`config.mk`:
```
export PLATFORM = sky130hd
export DESIGN_NAME = folded_conv_engine
export DESIGN_NICKNAME = d
export VERILOG_FILES = /design/src/rtl/folded_conv_engine.sv
export SDC_FILE = /design/constraint.sdc
export NUM_CORES = 1
export LEC_CHECK = 0
export CAP_MARGIN = 20
export CORE_UTILIZATION = 54
export DETAILED_ROUTE_END_ITERATION = 10
export PLACE_DENSITY_LB_ADDON = 0.12
export SLEW_MARGIN = 20
export SYNTH_ARGS = -nofsm -noshare
export SYNTH_HDL_FRONTEND = slang
export SYNTH_SLANG_ARGS = --single-unit
export TNS_END_PERCENT = 10
```
`constraint.sdc`:
```
create_clock -name clk -period 5.5 [get_ports clk]
set_input_delay 1.1 -clock clk [delete_from_list [all_inputs] [get_ports clk]]
set_output_delay 1.1 -clock clk [all_outputs]
set_load 0.01 [all_outputs]
```
`src/rtl/folded_conv_engine.sv`:
```
// Folded single-MAC convolution engine: sequences fmap/weight SRAM reads
// and accumulates TAPS signed products per strided output window.
module folded_conv_engine #(
  parameter int DW      = 8,
  parameter int WW      = 8,
  parameter int ACC_W   = 21,
  parameter int TAPS    = 64,
  parameter int NUM_OUT = 1,
  parameter int STRIDE  = 1,
  parameter int NSETS   = 2,
  parameter int FA_W    = 6,
  parameter int WA_W    = 7,
  localparam int SW     = (NSETS > 1) ? $clog2(NSETS) : 1
) (
  input  logic                    clk,
  input  logic                    rst,
  input  logic                    start,
  input  logic [SW-1:0]           weight_select,
  output logic                    mem_ce,
  output logic [FA_W-1:0]         addr_fmaps,
  output logic [WA_W-1:0]         addr_weight,
  input  logic [DW-1:0]           data_fmaps,
  input  logic [WW-1:0]           data_weight,
  output logic signed [ACC_W-1:0] acc,
  output logic                    out_valid,
  output logic                    busy,
  output logic                    done,
  output logic                    ovf
);

  localparam int KW = (TAPS > 1) ? $clog2(TAPS) : 1;
  localparam int NW = (NUM_OUT > 1) ? $clog2(NUM_OUT) : 1;
  localparam int PW = DW + WW;

  typedef enum logic [1:0] {
    S_IDLE,
    S_FETCH,
    S_DRAIN,
    S_EMIT
  } state_t;

  state_t r_state;
  state_t w_next;

  logic [KW-1:0]           r_k;
  logic [NW-1:0]           r_win;
  logic [SW-1:0]           r_wsel;
  logic                    r_dv;
  logic                    r_first;
  logic signed [ACC_W-1:0] r_sum;
  logic signed [ACC_W-1:0] r_acc;
  logic                    r_ovf;

  logic                    w_accept;
  logic                    w_k_last;
  logic                    w_win_last;
  logic signed [PW-1:0]    w_fx;
  logic signed [PW-1:0]    w_wx;
  logic signed [PW-1:0]    w_prod;
  logic signed [ACC_W:0]   w_prod_x;
  logic signed [ACC_W:0]   w_base;
  logic signed [ACC_W:0]   w_raw;
  logic                    w_clamp;
  logic signed [ACC_W-1:0] w_sat;

  assign w_accept   = (r_state == S_IDLE) && start;
  assign w_k_last   = (r_k == KW'(TAPS - 1));
  assign w_win_last = (r_win == NW'(NUM_OUT - 1));

  always_ff @(posedge clk or posedge rst) begin
    if (rst) begin
      r_state <= S_IDLE;
    end else begin
      r_state <= w_next;
    end
  end

  always_comb begin
    w_next = r_state;
    unique case (r_state)
      S_IDLE:  if (start) w_next = S_FETCH;
      S_FETCH: if (w_k_last) w_next = S_DRAIN;
      S_DRAIN: w_next = S_EMIT;
      S_EMIT:  w_next = w_win_last ? S_IDLE : S_FETCH;
      default: w_next = S_IDLE;
    endcase
  end

  always_ff @(posedge clk or posedge rst) begin
    if (rst) begin
      r_k     <= '0;
      r_win   <= '0;
      r_wsel  <= '0;
      r_dv    <= 1'b0;
      r_first <= 1'b0;
    end else begin
      if (w_accept) begin
        r_wsel <= weight_select;
        r_win  <= '0;
        r_k    <= '0;
      end
      if (r_state == S_FETCH) begin
        r_k <= w_k_last ? '0 : r_k + KW'(1);
      end
      if ((r_state == S_EMIT) && !w_win_last) begin
        r_win <= r_win + NW'(1);
      end
      // SRAM data lags the address by one cycle
      r_dv    <= (r_state == S_FETCH);
      r_first <= (r_state == S_FETCH) && (r_k == '0);
    end
  end

  assign w_fx     = $signed({{WW{data_fmaps[DW-1]}}, data_fmaps});
  assign w_wx     = $signed({{DW{data_weight[WW-1]}}, data_weight});
  assign w_prod   = w_fx * w_wx;
  assign w_prod_x = (ACC_W + 1)'(w_prod);
  assign w_base   = r_first ? '0 : {r_sum[ACC_W-1], r_sum};
  assign w_raw    = w_base + w_prod_x;
  assign w_clamp  = w_raw[ACC_W] ^ w_raw[ACC_W-1];

  always_comb begin
    w_sat = w_raw[ACC_W-1:0];
    if (w_clamp) begin
      w_sat = w_raw[ACC_W] ? {1'b1, {(ACC_W-1){1'b0}}}
                           : {1'b0, {(ACC_W-1){1'b1}}};
    end
  end

  always_ff @(posedge clk or posedge rst) begin
    if (rst) begin
      r_sum <= '0;
      r_acc <= '0;
      r_ovf <= 1'b0;
    end else begin
      if (r_dv) begin
        r_sum <= w_sat;
      end
      if (r_state == S_DRAIN) begin
        r_acc <= w_sat;
      end
      if (w_accept) begin
        r_ovf <= 1'b0;
      end else if (r_dv && w_clamp) begin
        r_ovf <= 1'b1;
      end
    end
  end

  assign mem_ce      = (r_state == S_FETCH);
  assign addr_fmaps  = mem_ce ? FA_W'(r_win) * FA_W'(STRIDE) + FA_W'(r_k)
                              : '0;
  assign addr_weight = mem_ce ? WA_W'(r_wsel) * WA_W'(TAPS) + WA_W'(r_k)
                              : '0;
  assign acc         = r_acc;
  assign out_valid   = (r_state == S_EMIT);
  assign done        = out_valid && w_win_last;
  assign busy        = (r_state != S_IDLE);
  assign ovf         = r_ovf;

endmodule

```
-- Yosys cells after proc, flatten, opt, wreduce, memory -nomap -nowiden
Cells that the tools add are included.
- output and inout port bits: 39
- register bits after elaboration: 55
- bits of input ports: 20
- add/sub/neg operators: 5
- $mul: 1
- reduce and logical (&&, ||, !) cells: 12
- mux-type cells: 16
- equality and inequality tests: 6
- bitwise gates (word level): 2
- operator list (cell ; count):
    2-to-1 mux 21 bit ; 2
    2-to-1 mux 6 bit ; 4
    adder 22 x 16 -> 22 bit ; 1
    2-to-1 mux 22 bit ; 1
    multiplier 8 x 8 -> 16 bit ; 1
    case mux 2 bit (4 select lines) ; 1
    nonzero test 2 bit ; 4
    adder 7 x 6 -> 7 bit ; 1
    2-to-1 mux 7 bit ; 1
    adder 1 x 6 -> 6 bit ; 1
    adder 6 x 1 -> 6 bit, second input constant ; 1
    == test 6 bit, second input constant ; 1
    logical NOT 6 bit ; 1
    logical AND 1 bit ; 5
    2-to-1 mux 1 bit ; 5
    == test 2 bit, second input constant ; 2
    2-to-1 mux 2 bit ; 2
    == test 2 x 1 -> 1 bit, second input constant ; 1
    logical NOT 2 bit ; 1
    inequality test 2 x 1 -> 1 bit, second input constant ; 1
    inequality test 2 bit, second input constant ; 1
    AND reduction 2 bit ; 1
    adder 1 bit, second input constant ; 1
    inverter 1 bit ; 1
    XOR 1 bit ; 1

-- Longest topological paths before layout
- depth in word-level cells: 6
- mapped depth: 20
- depth with buffers taken out: 19

-- Worst setup path before layout
OpenSTA, ideal clock, no wires.
- path type: in2reg
- from: input port data_weight[0]
- to: register r_sum[10]
- stages: 18
- arrival: 6395 ps
- path slack: -1029 ps
- buffers on the path: 2
- required time: 5365 ps
- path through: and2_1 > inv_1 > fa_1 > inv_1 > fa_1 > fa_1 > fa_1 > fa_1 > ha_1 > a21o_1 > o21bai_2 > o2111ai_4 > a31oi_1 > a311o_1 > buf_6 > a21oi_4 > buf_6 > o31ai_1
- cells in the longest elaborated chain, start to end: 4
- ends and longest elaborated chain (element ; RTL line ; text):
    start, declared ; 23 ; input logic [WW-1:0] data_weight,
    multiplier 8 x 8 -> 16 bit * ; 116 ; assign w_prod = w_fx * w_wx;
    adder 22 x 16 -> 22 bit * ; 119 ; assign w_raw = w_base + w_prod_x;
    2-to-1 mux 21 bit or XOR 1 bit (tied branches) ; 125, 120 ;
    2-to-1 mux 21 bit * ; 124 ; if (w_clamp) begin
    end signal, assigned ; 137 ; r_sum <= w_sat;
    end, declared ; 50 ; logic signed [ACC_W-1:0] r_sum;
Mark *: on every way between the ends. The rest lies on a longest branch, timed or not.
A chain may end at the register's enable or synchronous reset.

-- Final worst setup path
- from: input port data_weight[2]
- to: register r_sum[5]
The elaborated chain is that of the path after synthesis.

==> metrics <==
Root Buffer clkbuf_16; Worst Max-Slew Pin Slew around 0.70 ns; fin crit share 106%; Setup crit end kind flip-flop; pre-CTS setup slack -1.36 ns; drt first pass iters 5; final wirelength 17,200 microns; Fin Setup TNS -13.57 ns; I/O pin count 59; EDFF count, synth 0; DR iter-0 viols roughly 270; clock slew at reported path FFs 0.07 ns; Vias per Instance approximately 5.5; Tmin final 5.85 ns; Crit Path Max Fanout 17; cell taking the most area after synthesis fa_1; initial core utilization 55.7%; grt total ovfl 0; fraction of layout cells with a size suffix above 1 between 20% and 30%; Final Cell Area about 9000 sq um; RSZ-0062 raised after global routing yes; Die ar. approximately 13,000 sq um; core footprint ~12,000 sq um; row count 40; GPL Wtd Cong just over 0.9; Synth Instances around 680; diode count 0; max cap viols 0; initial antenna violation count 0; YS warnings 0; Setup CP Type input port to flip-flop; synth top area cells fa_1 (29%), dfrtp_1 (20%), ha_1 (11%), inv_1 (5.8%), and2_1 (4.2%); dpl cell area 8230 sq um; final setup fails 43; Fin. Hold Viols 0; mapped cell area roughly 6700 sq um; Final Max Slew Viols 0; failing checks setup timing; Buffers on Ports between 50 and 60; Syn Nets approximately 850; clock skew 0.00570 ns; syn_area_per_cell around 9.9 sq um; Worst EP required ~5.7 ns; area share of the largest cell type after synthesis roughly 29%; headroom to the max-slew limit 53.3%; Post-synth top flop dfrtp_1; CTS tree done; area delta synth->final 33.7%; DRT antenna net count 0; outcome finished with violations; fmax around 170 MHz; Sink Count 55; Hold Buf Count CTS 0; most common cell in the synthesized netlist inv_1; worst hold-check path type flip-flop to flip-flop; Post-DP HPWL between 10,000 and 15,000 microns; Chip Height 114 microns; clock buffer count from CTS 5; # DRC 0; register area share after synthesis between 20% and 30%; worst skew pair latency around 0.29 ns; asr flop ratio synth 100%; post-route setup slack -0.354 ns; via count around 5.4k; aggregate global-route resource usage slightly below 30%; DR WL/cell approximately 17 microns; Max Root-Sink Buffers 2; Arr. time, crit path approximately 6 ns; Synth top cells by count inv_1 (104), fa_1 (96), nand2_1 (73); vias in the first global route just under 6k; htree depth 2; Yosys cell types 55; Post-layout nets around 1k; flops & latches, synth 55; largest net degree at the start of global routing 56; die width approximately 110 microns; first-pass GRT wire length about 30,000 microns; startpoint types input port
==> sequential cells by signal, summed over array words and instances, names as in the netlist <==
| register | flops |
|---|---|
| r_win | 1 |
| acc | 21 |
| r_dv | 1 |
| r_sum | 21 |
| r_k | 6 |
| r_state | 2 |
| ovf | 1 |
| r_wsel | 1 |
| r_first | 1 |
==> final cells by class <==
class,count,area (sq um)
clock buffers,7,133
repair buffers,164,1470
flip-flops and latches,55,1380
inverters,106,408
fillers,885,3100
well taps,168,210
clock inverters,1,5.00
multi-input cells,496,5410
==> repair_timing <==
action | CTS | global route
setup endpoints to repair | 43 | 43
pin swaps | 61 | 7
cloned | 2 | 0
gates resized for setup | 169 | 13
buffers inserted | 12 | 0
==> placed cells by master (no fill, tap or decap), drive strengths merged, types with 2 or more instances in the layout <==
cell type / count
inv: 105
a22o: 2
o21a: 2
clkinv: 2
nand4: 2
a21o: 8
buf: 121
a22oi: 2
nand3: 7
nand2: 73
or3: 3
and2: 46
xnor2: 14
a311o: 2
mux2: 2
nor2b: 15
a211oi: 3
a21oi: 24
a31oi: 19
clkdlybuf4s50: 42
and3: 3
nor2: 12
a32oi: 2
o211ai: 3
o21bai: 3
o22ai: 2
xor2: 8
a2111oi: 2
a21boi: 2
nand2b: 10
clkbuf: 7
fa: 96
o2bb2ai: 4
dfrtp: 55
and3b: 2
o21ai: 21
ha: 59
o31ai: 37
==> critical path: stages <==
cell	delay, ns
buf_2	0.13
buf_6	0.14
nand2_1	0.07
fa_1	0.45
fa_1	0.52
inv_2	0.05
fa_2	0.49
fa_1	0.62
fa_2	0.46
ha_4	0.18
a21o_1	0.19
o21bai_4	0.20
o2111ai_4	0.25
a31oi_4	0.13
a311o_2	0.50
buf_12	0.20
a31oi_2	0.20
o31ai_1	0.10
==> final timing paths <==
path                       slack, ns            from  cells after the start         end
max in group asynchronous       3.77             rst                      2         ovf
hold reg to reg                 0.49       r_sum[15]                      2   r_sum[15]
setup / recovery               -0.35  data_weight[2]                     18    r_sum[5]
hold / removal                  0.49       r_sum[15]                      2   r_sum[15]
min in group asynchronous       1.27             rst                      2  r_state[0]
setup reg to reg                0.05         r_first                     18    r_sum[5]
==> metrics by stage <==
| step | std cells | utilization [%] | hold slack [ns] |
|---|---|---|---|
| global placement | 974 | 67.8 | 0.465 |
| floorplan | 678 | - | 0.444 |
| CTS | 997 | 74.1 | 0.486 |
| detailed placement | 975 | 68.0 | 0.465 |
| global route | 997 | 74.4 | 0.517 |
| finish | 997 | 74.4 | 0.485 |
==> layer usage <==
layer | vias up | track usage, % | share of wire [%]
met2 | 143 | 52.4 | 53
met1 | 2748 | 37.2 | 42
met3 | 25 | 3.35 | 3.8
li1 | 2531 | - | -
met4 | 0 | 5.96 | 1.8
met5 | - | 0 | 0
==> cells by family (layout without fill, tap and decap cells) <==
group                      after synthesis  count (layout)  share of synthesized area [%]
AOI/OAI and AO/OA                      139             140                           15.2
xor gates and xnor gates                23              23                           3.47
adders and majority gates              155             155                           39.5
buffers and inverters                  129             278                           8.00
DFF                                     55              55                           20.4
muxes                                    2               2                          0.334
and+or+nand+nor                        175             176                           13.1
Power is not shown: default switching activity piles up to over one toggle a cycle in this logic, so the estimate is an artifact.
